===== src/rtl/pad_ctrl.sv =====
// pad_ctrl -- paddle timing controller.
//
// Produces the two per-player pad-timer pulses once per frame. On the
// rising edge of VRESET both pulses start. Each one ends after
// MIN_LINES + POSn falling HSYNC_N edges. The per-player positions come from
// up/down controls (default build) or from sampled analog values
// (PAD_ANALOG_EN defined). The positions are frozen while ATTRACT_N is low.
//
// Optional feature macro: PAD_ANALOG_EN
//   defined   : on each frame start pos = min(POSn_IN, POS_MAX); UP/DN ignored
//   undefined : up/down accumulator with STEP per frame; POSn_IN ignored
//
// Ports:
//   CLK_DRV            in   drive clock, all state on rising edge
//   RESET              in   synchronous active-high reset
//   VRESET             in   vertical reset level (rising edge = frame start)
//   HSYNC_N            in   horizontal sync, active low (falling edge = line)
//   ATTRACT_N          in   low = attract mode, positions frozen
//   UP1/DN1/UP2/DN2    in   player controls, active high
//   POS1_IN/POS2_IN    in   8-bit analog position samples
//   PAD1_OUT/PAD2_OUT  out  pad timer pulses
//   POS1/POS2          out  current position registers
//
// Channel FSM
//   state     | meaning
//   ST_IDLE   | no pulse, waiting for the frame start
//   ST_TIMING | pulse high, counting lines up to the latched target
module pad_ctrl #(
  parameter int MIN_LINES = 16,
  parameter int POS_MAX   = 200,
  parameter int STEP      = 2
) (
  input  logic       CLK_DRV,
  input  logic       RESET,
  input  logic       VRESET,
  input  logic       HSYNC_N,
  input  logic       ATTRACT_N,
  input  logic       UP1,
  input  logic       DN1,
  input  logic       UP2,
  input  logic       DN2,
  input  logic [7:0] POS1_IN,
  input  logic [7:0] POS2_IN,
  output logic       PAD1_OUT,
  output logic       PAD2_OUT,
  output logic [7:0] POS1,
  output logic [7:0] POS2
);

  localparam logic [8:0] MIN9     = 9'(MIN_LINES);
  localparam logic [8:0] POS_MAX9 = 9'(POS_MAX);
  localparam logic [7:0] POS_MAX8 = 8'(POS_MAX);
  localparam logic [7:0] POS_RST  = 8'(POS_MAX / 2);

  typedef enum logic {ST_IDLE, ST_TIMING} state_t;

  logic       vreset_q, vreset_d;
  logic       hsync_q, hsync_d;
  logic       vrise, hfall;

  state_t     state_q [2];
  state_t     state_d [2];
  logic [7:0] pos_q   [2];
  logic [7:0] pos_d   [2];
  logic [7:0] pos_upd [2];
  logic [8:0] cnt_q   [2];
  logic [8:0] cnt_d   [2];
  logic [8:0] tgt_q   [2];
  logic [8:0] tgt_d   [2];
  logic       pad_q   [2];
  logic       pad_d   [2];

  assign vreset_d = VRESET;
  assign hsync_d  = HSYNC_N;
  assign vrise    = VRESET & ~vreset_q;
  assign hfall    = ~HSYNC_N & hsync_q;

`ifdef PAD_ANALOG_EN
  logic [7:0] pos_in [2];
  logic       unused_ctrl;
  assign pos_in[0]   = POS1_IN;
  assign pos_in[1]   = POS2_IN;
  assign unused_ctrl = ^{UP1, DN1, UP2, DN2};
`else
  localparam logic [8:0] STEP9 = 9'(STEP);
  localparam logic [7:0] STEP8 = 8'(STEP);
  logic [1:0] up, dn;
  logic [8:0] sum_up [2];
  logic       unused_pos_in;
  assign up            = {UP2, UP1};
  assign dn            = {DN2, DN1};
  assign unused_pos_in = ^{POS1_IN, POS2_IN};
`endif

  // Position that applies from this frame start onward.
  always_comb begin
    for (int i = 0; i < 2; i++) begin
      pos_upd[i] = pos_q[i];
`ifdef PAD_ANALOG_EN
      pos_upd[i] = (pos_in[i] > POS_MAX8) ? POS_MAX8 : pos_in[i];
`else
      // 9-bit sum so a step past 255 cannot wrap before the clamp.
      sum_up[i] = {1'b0, pos_q[i]} + STEP9;
      if (up[i] && !dn[i])
        pos_upd[i] = (sum_up[i] > POS_MAX9) ? POS_MAX8 : sum_up[i][7:0];
      else if (dn[i] && !up[i])
        pos_upd[i] = ({1'b0, pos_q[i]} < STEP9) ? 8'd0 : pos_q[i] - STEP8;
`endif
      pos_d[i] = (vrise && ATTRACT_N) ? pos_upd[i] : pos_q[i];
    end
  end

  // A frame start takes priority over a coincident line edge, which is dropped.
  always_comb begin
    for (int i = 0; i < 2; i++) begin
      state_d[i] = state_q[i];
      cnt_d[i]   = cnt_q[i];
      tgt_d[i]   = tgt_q[i];
      pad_d[i]   = pad_q[i];
      if (vrise) begin
        state_d[i] = ST_TIMING;
        cnt_d[i]   = 9'd0;
        tgt_d[i]   = MIN9 + {1'b0, pos_d[i]};
        pad_d[i]   = 1'b1;
      end else if (state_q[i] == ST_TIMING && hfall) begin
        cnt_d[i] = cnt_q[i] + 9'd1;
        if (cnt_q[i] + 9'd1 == tgt_q[i]) begin
          state_d[i] = ST_IDLE;
          pad_d[i]   = 1'b0;
        end
      end
    end
  end

  always_ff @(posedge CLK_DRV) begin
    if (RESET) begin
      vreset_q <= 1'b0;
      hsync_q  <= 1'b1;
      for (int i = 0; i < 2; i++) begin
        state_q[i] <= ST_IDLE;
        pos_q[i]   <= POS_RST;
        cnt_q[i]   <= 9'd0;
        tgt_q[i]   <= 9'd0;
        pad_q[i]   <= 1'b0;
      end
    end else begin
      vreset_q <= vreset_d;
      hsync_q  <= hsync_d;
      for (int i = 0; i < 2; i++) begin
        state_q[i] <= state_d[i];
        pos_q[i]   <= pos_d[i];
        cnt_q[i]   <= cnt_d[i];
        tgt_q[i]   <= tgt_d[i];
        pad_q[i]   <= pad_d[i];
      end
    end
  end

  assign PAD1_OUT = pad_q[0];
  assign PAD2_OUT = pad_q[1];
  assign POS1     = pos_q[0];
  assign POS2     = pos_q[1];

endmodule


===== config.mk =====
export PLATFORM = sky130hd
export DESIGN_NAME = pad_ctrl
export DESIGN_NICKNAME = d
export VERILOG_FILES = /design/src/rtl/pad_ctrl.sv
export SDC_FILE = /design/constraint.sdc
export NUM_CORES = 1
export LEC_CHECK = 0
export CORE_ASPECT_RATIO = 0.75
export CORE_MARGIN = 4
export CORE_UTILIZATION = 50
export CTS_CLUSTER_DIAMETER = 40
export DETAILED_ROUTE_END_ITERATION = 10
export GPL_TIMING_DRIVEN = 0
export PLACE_DENSITY = 0.73
export SLEW_MARGIN = 30
export SYNTH_ARGS = -nofsm -noshare
export SYNTH_HDL_FRONTEND = slang
export SYNTH_SLANG_ARGS = --single-unit

===== constraint.sdc =====
create_clock -name CLK_DRV -period 3.7 [get_ports CLK_DRV]
set_input_delay 0.555 -clock CLK_DRV [delete_from_list [all_inputs] [get_ports CLK_DRV]]
set_output_delay 0.555 -clock CLK_DRV [all_outputs]
set_load 0.01 [all_outputs]

==> key figures, run 1 <==
Timing
  • Worst slew margin: 0.464
  • Layout Skew: 0.00984 ns
  • Period utilisation layout: 0.872
  • Final Hold Viols: 0
  • Setup_tns: 0 ns
  • Unrepaired setup endpoints after global routing: false
  • Slew @ Worst Pin: 0.794 ns
  • Min Tclk post-route: 3.22 ns
  • Setup violations, final: 0
  • Fmax: 310 MHz
  • Fin. max-slew vios: 0
  • Final worst slack: 0.475 ns

Global routing
  • Total track usage: 0.220
  • Vias in the first global route: 3,115
  • Met2 usage: 0.347
  • Met1 usage: 0.302
  • Initial antenna violation count: 0
  • Grt peak-use layer: met2
  • GR Overflow Total: 0
  • GR Util met3: 0.0566
  • Global-route wire length before repair: 15,200 um
  • Largest net degree at the start of global routing: 11

Floorplanning
  • Row Count: 26
  • Core area: 6930 um2
  • Die area: 8690 um2
  • # IOs: 43
  • Die height: 81.7 um
  • Die width: 106 um
  • Initial Utilization: 0.523

Place
  • Setup Slack @ Placement: 0.281 ns
  • Buffers on Ports: 23
  • DP Cell Count: 576
  • HPWL after DPL: 6550 um
  • Routability cong.: 0.939
  • Post-DP Area: 3980 um2

Final layout
  • Area of the multi-input gates: 2290 um2
  • Fill cells: 648
  • Post-route cell area: 4220 um2
  • ANT cells: 0
  • Register Area: 1160 um2
  • Layout area overhead: 16.5%
  • Share of post-route cells with drive strength above 1: 0.0729
  • Final layout net count: 522
  • Final Non-Filler Cells: 592

Critical path
  • CP Class: reg -> reg
  • CP required: 3.98 ns
  • Worst path cell trace: clkbuf_2, inv_1, ha_1, or4b_2, o21ai_0, a211o_1, a21oi_1, o21ai_0, a21oi_1, nor2_1, ha_1, nor4b_1, a21oi_1, nor2_1
  • CP dominant cell by count: a21oi_1
  • R2r endpoint: tgt_q[0][17]
  • Reg2reg start: pos_q[0][10]
  • Crit end category: flop
  • Worst path arrival time: 3.50 ns
  • Crit-path max FO: 10
  • Reg2reg path depth: 14
  • Crit path max-delay cell type: or4b_2
  • Worst R2R Setup Slack: 0.48 ns
  • Critical path buffers and inverters: 2
  • Critical path startpoint: pos_q[0][10]
  • Crit path launch type: flop
  • Worst path top cell family by delay: simple AND/OR/NAND/NOR gates
  • Slowest Stage Delay on Critical Path: 0.61 ns

Power and ir drop
  • Worst VDD drop: 0.287 mV
  • Static Leakage: 1.51 nW
  • PwrDens: 374 nW/um2

Detailed routing
  • DRC errors left: 0
  • Routed WL per cell: 15.4 um
  • Drt pass-1 iters: 5
  • Final ANT Viol Nets: 0
  • Vias/cell: 5.81
  • Total wire length: 9130 um
  • Via count: 3,441
  • Iter 0 DRT Violations: 162

Yosys
  • Cell area after synthesis: 3620 um2
  • Most frequent cell after synthesis: dfxtp_1
  • Synth top area cells: dfxtp_1 32%, xnor2_1 7.0%, nand2_1 5.4%
  • Yosys Warn Count: 0
  • Yosys top cell area share: 0.320
  • Post-synthesis sequential area ratio: 0.320
  • Post-synth top cells: 58 x dfxtp_1, 52 x nand2_1, 45 x nor2_1
  • Synth Instances: 455
  • Mapped Nets: 488
  • Distinct cell type count after synthesis: 62
  • Area leader, netlist: dfxtp_1
  • Number of synthesized flops with an enable pin: 0
  • Flops & latches, synth: 58
  • Syn avg cell area: 7.97 um2
  • Ys async rst share: 0
  • Synth Flop Type: dfxtp_1

Hold path
  • Min-Delay Path Depth: 2
  • Hold Crit Start: RESET
  • Hold Path Sink: tgt_q[0][10]
  • HP Class: in -> reg

CTS
  • H-tree lvl count: 3
  • CTS Sinks: 58
  • Clk buf depth: 2
  • Clock Pin Slew Worst Setup and Hold Paths: 0.07 ns
  • CTS tree: done
  • Num CTS Buffers: 9
  • CTS Hold Buffers Added: 0
  • Worst-Skew Late Latency: 0.34 ns
  • CTS root buffer: clkbuf_8

Run status
  • Status: complete, no violations

Flow run
  • Max-cap violations: 0
==> cell families (layout without fill, tap and decap cells) <==
| kind of cell | count (synthesis) | after routing | synth area share |
|---|---|---|---|
| fa+ha+maj | 8 | 8 | 0.0276 |
| xor+xnor | 48 | 48 | 0.116 |
| flops | 58 | 58 | 0.320 |
| compound gates | 99 | 99 | 0.187 |
| mux | 3 | 3 | 0.00828 |
| buf+inv | 38 | 77 | 0.0480 |
| simple gates | 201 | 201 | 0.293 |
==> worst max path at each step <==
stage | endpoint | slack [ns] | cells after the start
floorplan | tgt_q[0][17] | 0.70 | 14
global placement | tgt_q[0][17] | 0.35 | 11
detailed placement | tgt_q[0][17] | 0.28 | 11
CTS | tgt_q[0][17] | 0.36 | 14
global route | tgt_q[0][17] | 0.16 | 14
finish | tgt_q[0][17] | 0.48 | 14
==> stage by stage <==
| stage | power [mW] | hold slack (ns) | util |
|---|---|---|---|
| 2_1_floorplan | 0.802 | 0.445 | - |
| 3_3_place_gp | 0.856 | 0.464 | 0.574 |
| 3_5_place_dp | 0.860 | 0.470 | 0.574 |
| 4_1_cts | 1.59 | 0.414 | 0.609 |
| 5_1_grt | 1.65 | 0.414 | 0.609 |
| 6_report | 1.58 | 0.434 | 0.609 |
==> routing by layer <==
metal	wire, um	part of all wire
met4	61	0.0067
met3	516	0.057
met5	0	0
met1	4490	0.49
met2	4070	0.45
==> flip-flops by register name (all words and copies together), names as in the netlist <==
name / flops
pos_q: 16
state_q: 2
cnt_q: 18
hsync_q: 1
tgt_q: 18
pad_q: 2
vreset_q: 1
==> power by group <==
group	switching [mW]	leakage [nW]	internal [mW]
Combinational	0.105	0.916	0.0771
Clock	0.261	0.121	0.468
Sequential	0.0215	0.473	0.648
==> layout make-up <==
class	instances	area share
inverter	13	0.0116
multi-input combinational	359	0.542
tap	98	0.0290
buffer	25	0.0299
clock inverter	4	0.0234
sequential	58	0.275
clock buffer	12	0.0344
timing repair buffer	23	0.0545
==> cell usage in the layout, fill, tap and decap left out, types with 3 or more instances in the layout <==
cell / count
buf_6: 3
or4_1: 6
nand4_1: 13
or4b_2: 3
and2_1: 8
nor3_1: 8
or3_1: 7
nor2_1: 45
clkdlybuf4s50_1: 23
ha_1: 8
and3_1: 4
and4_1: 3
a21oi_1: 26
bufinv_16: 3
nand3_1: 13
clkbuf_1: 20
xnor2_1: 29
nand2_1: 52
mux2i_1: 3
o21ai_0: 19
inv_1: 12
o221ai_1: 3
xor2_1: 19
a211o_1: 4
a22o_1: 7
nor4_1: 5
nand2b_1: 10
clkbuf_8: 10
o211ai_1: 5
nor2b_1: 11
dfxtp_1: 58
a211oi_1: 4
o22ai_1: 5
==> repair_timing <==
action | in CTS | in global routing
buffers inserted | 0 | 0
resized for setup | 0 | 2
setup endpoints to repair | 0 | 1
(Power assumes the default switching activity.)
==> run 2, diff against run 1 <==
--- a/config.mk
+++ b/config.mk
@@ -6,7 +6,7 @@
 export NUM_CORES = 1
 export LEC_CHECK = 0
 export CORE_ASPECT_RATIO = 0.75
-export CORE_MARGIN = 4
+export CORE_MARGIN = 10
 export CORE_UTILIZATION = 50
 export CTS_CLUSTER_DIAMETER = 40
 export DETAILED_ROUTE_END_ITERATION = 10
==> run 2 against run 1 <==
Against the previous run: register-to-register slack got worse by 0.04 ns; core utilization fell by 0.94 points; critical path depth did not move; sequential power barely moved; clock skew fell by 0.0017 ns; sequential cell count did not move; clock power fell by 28%; routed wire length rose by 0.44%; total power fell by 13%; via count fell by 0.96%; cell count did not move; non-clock buffer count did not move.
==> key figures, run 2 (synthesis gave the netlist of run 1 again) <==
Place
  • Buffers on Ports: 23 (unchanged)
  • Setup Slack @ Placement: 0.325 ns (+0.0441 ns)
  • HPWL after DPL: 6810 um (+4.0%)
  • Routability cong.: 0.928 (-1.2%)

Final layout
  • Area of the multi-input gates: 2290 um2 (unchanged)
  • Most common cell after layout, fill and taps aside: dfxtp_1
  • Share of post-route cells with drive strength above 1: 0.0769 (+0.00405)
  • Fill cells: 656 (+1.2%)
  • Biggest registers after layout: cnt_q (18), tgt_q (18), pos_q (16)
  • Register Area: 1160 um2 (unchanged)
  • ANT cells: 0 (unchanged)
  • Layout area overhead: 14.7%
  • Final layout net count: 522 (unchanged)
  • Most frequent cells in the layout: 58 x dfxtp_1, 52 x nand2_1, 45 x nor2_1, 29 x xnor2_1, 26 x a21oi_1

Global routing
  • Global-route wire length before repair: 15,500 um (+1.9%)
  • GR Overflow Total: 0 (unchanged)
  • Vias in the first global route: 3,204 (+2.9%)
  • Initial antenna violation count: 0 (unchanged)
  • Largest net degree at the start of global routing: 12 (+1)
  • Total track usage: 0.168 (-0.0520)

Floorplanning
  • # IOs: 43 (unchanged)
  • Row Count: 26 (unchanged)
  • Die width: 118 um (+11%)
  • Core area: 6930 um2 (unchanged)
  • Initial Utilization: 0.523 (unchanged)
  • Die height: 93.7 um (+15%)
  • Die area: 11,100 um2 (+28%)

Flow run
  • Max-cap violations: 0 (unchanged)

Detailed routing
  • Final ANT Viol Nets: 0 (unchanged)
  • Via count: 3,408 (-0.96%)
  • Total wire length: 9170 um (+0.44%)
  • Iter 0 DRT Violations: 270 (+67%)
  • Drt pass-1 iters: 5 (unchanged)
  • Vias/cell: 5.76 (-0.96%)
  • DRC errors left: 0 (unchanged)
  • Routed WL per cell: 15.5 um (+0.44%)

Power and ir drop
  • Switching power: 0.391 mW (+0.68%)
  • PwrDens: 331 nW/um2 (-12%)
  • Sw Share: 0.284 (+0.0385)
  • Sequential share of power: 0.486 (+0.063)
  • Logic pwr share: 0.132 (+0.017)
  • Worst VDD drop: 0.292 mV (+1.7%)
  • Clock power share: 0.382 (-0.079)
  • Static Leakage: 1.47 nW (-2.4%)
  • Internal cell power: 0.985 mW (-17%)

Critical path
  • Slowest Stage Delay on Critical Path: 0.61 ns (about the same)
  • Crit path max-delay cell type: or4b_2
  • Crit end category: flop
  • Worst path top cell family by delay: simple AND/OR/NAND/NOR gates
  • CP required: 3.97 ns (about the same)
  • R2r endpoint: tgt_q[0][17]
  • CP Class: reg -> reg
  • Crit path launch type: flop
  • Worst R2R Setup Slack: 0.43 ns (-0.04 ns)
  • Worst path arrival time: 3.54 ns (+0.04 ns)
  • Reg2reg path depth: 14 (unchanged)
  • Critical path buffers and inverters: 2 (unchanged)
  • Critical path startpoint: pos_q[0][10]
  • CP dominant cell by count: a21oi_1
  • Worst path cell trace: clkbuf_2, inv_1, ha_1, or4b_2, o21ai_0, a211o_1, a21oi_1, o21ai_0, a21oi_1, nor2_1, ha_1, nor4b_1, a21oi_1, nor2_1
  • Crit-path max FO: 10 (unchanged)
  • Reg2reg start: pos_q[0][10]

CTS
  • CTS Sinks: 58 (unchanged)
  • H-tree lvl count: 3 (unchanged)
  • Worst-Skew Late Latency: 0.34 ns (about the same)
  • Clk buf depth: 2 (unchanged)
  • Clock Pin Slew Worst Setup and Hold Paths: 0.06 ns (about the same)
  • Num CTS Buffers: 9 (unchanged)
  • CTS tree: done
  • Post-CTS setup buffers: 0 (unchanged)
  • CTS root buffer: clkbuf_8

Run status
  • Status: complete, no violations

Timing
  • Unrepaired setup endpoints after global routing: false
  • Slew @ Worst Pin: 0.760 ns (-0.0337 ns)
  • Final Hold Viols: 0 (unchanged)
  • Layout Skew: 0.00810 ns (-0.00175 ns)
  • Period utilisation layout: 0.883 (+0.0115)
  • Setup violations, final: 0 (unchanged)
  • Final worst slack: 0.432 ns (-0.0427 ns)
  • Setup_tns: 0 ns (unchanged)
  • Fmax: 306 MHz (-1.3%)
  • Min Tclk post-route: 3.27 ns (+0.0427 ns)
  • Fin. max-slew vios: 0 (unchanged)
  • Worst slew margin: 0.487 (+0.0227)

Hold path
  • Hold Path Sink: tgt_q[0][10]
  • HP Class: in -> reg
  • Hold Crit Start: RESET
  • Min-Delay Path Depth: 2 (unchanged)
[run 2: metal layers]
metal	track usage	vias to the layer above	share of wire
li1	-	1703	-
met3	0.0474	9	0.071
met2	0.266	99	0.44
met1	0.220	1597	0.48
met4	0.0441	0	0.0088
met5	0	-	0
[run 2: how the worst max path moves through the flow]
stage | end | depth (start not counted)
after floorplan | tgt_q[0][17] | 14
final | tgt_q[0][17] | 14
after global routing | tgt_q[0][17] | 14
after CTS | tgt_q[0][17] | 14
after global placement | tgt_q[0][17] | 11
after detailed placement | tgt_q[0][17] | 11
[run 2: power by group through the flow]
stage                     Sequential [mW]  Combinational [mW]  Clock (mW)
after floorplan                     0.680               0.122           0
after global placement              0.681               0.175           0
after detailed placement            0.682               0.179           0
after CTS                           0.668               0.181       0.541
after global routing                0.671               0.203       0.561
final                               0.668               0.182       0.526
[run 2: cell type report]
class	count	area share
buffer	25	0.0304
clock buffer	10	0.0331
clock inverter	6	0.00993
inverter	13	0.0117
multi-input combinational	359	0.551
sequential	58	0.279
tap	98	0.0295
timing repair buffer	23	0.0554
[run 2: metrics by stage]
step	hold WS [ns]	instance area [um2]	util	cells	total power [mW]
2_1_floorplan	0.445	3620	-	455	0.802
3_3_place_gp	0.463	3980	0.574	576	0.857
3_5_place_dp	0.466	3980	0.574	576	0.862
4_1_cts	0.424	4160	0.600	592	1.39
5_1_grt	0.442	4160	0.600	592	1.43
6_report	0.436	4160	0.600	592	1.38
[run 2: what timing repair did]
action,in CTS,in global routing
hold buffers,0,0
setup endpoints to repair,0,1
resized for setup,0,2
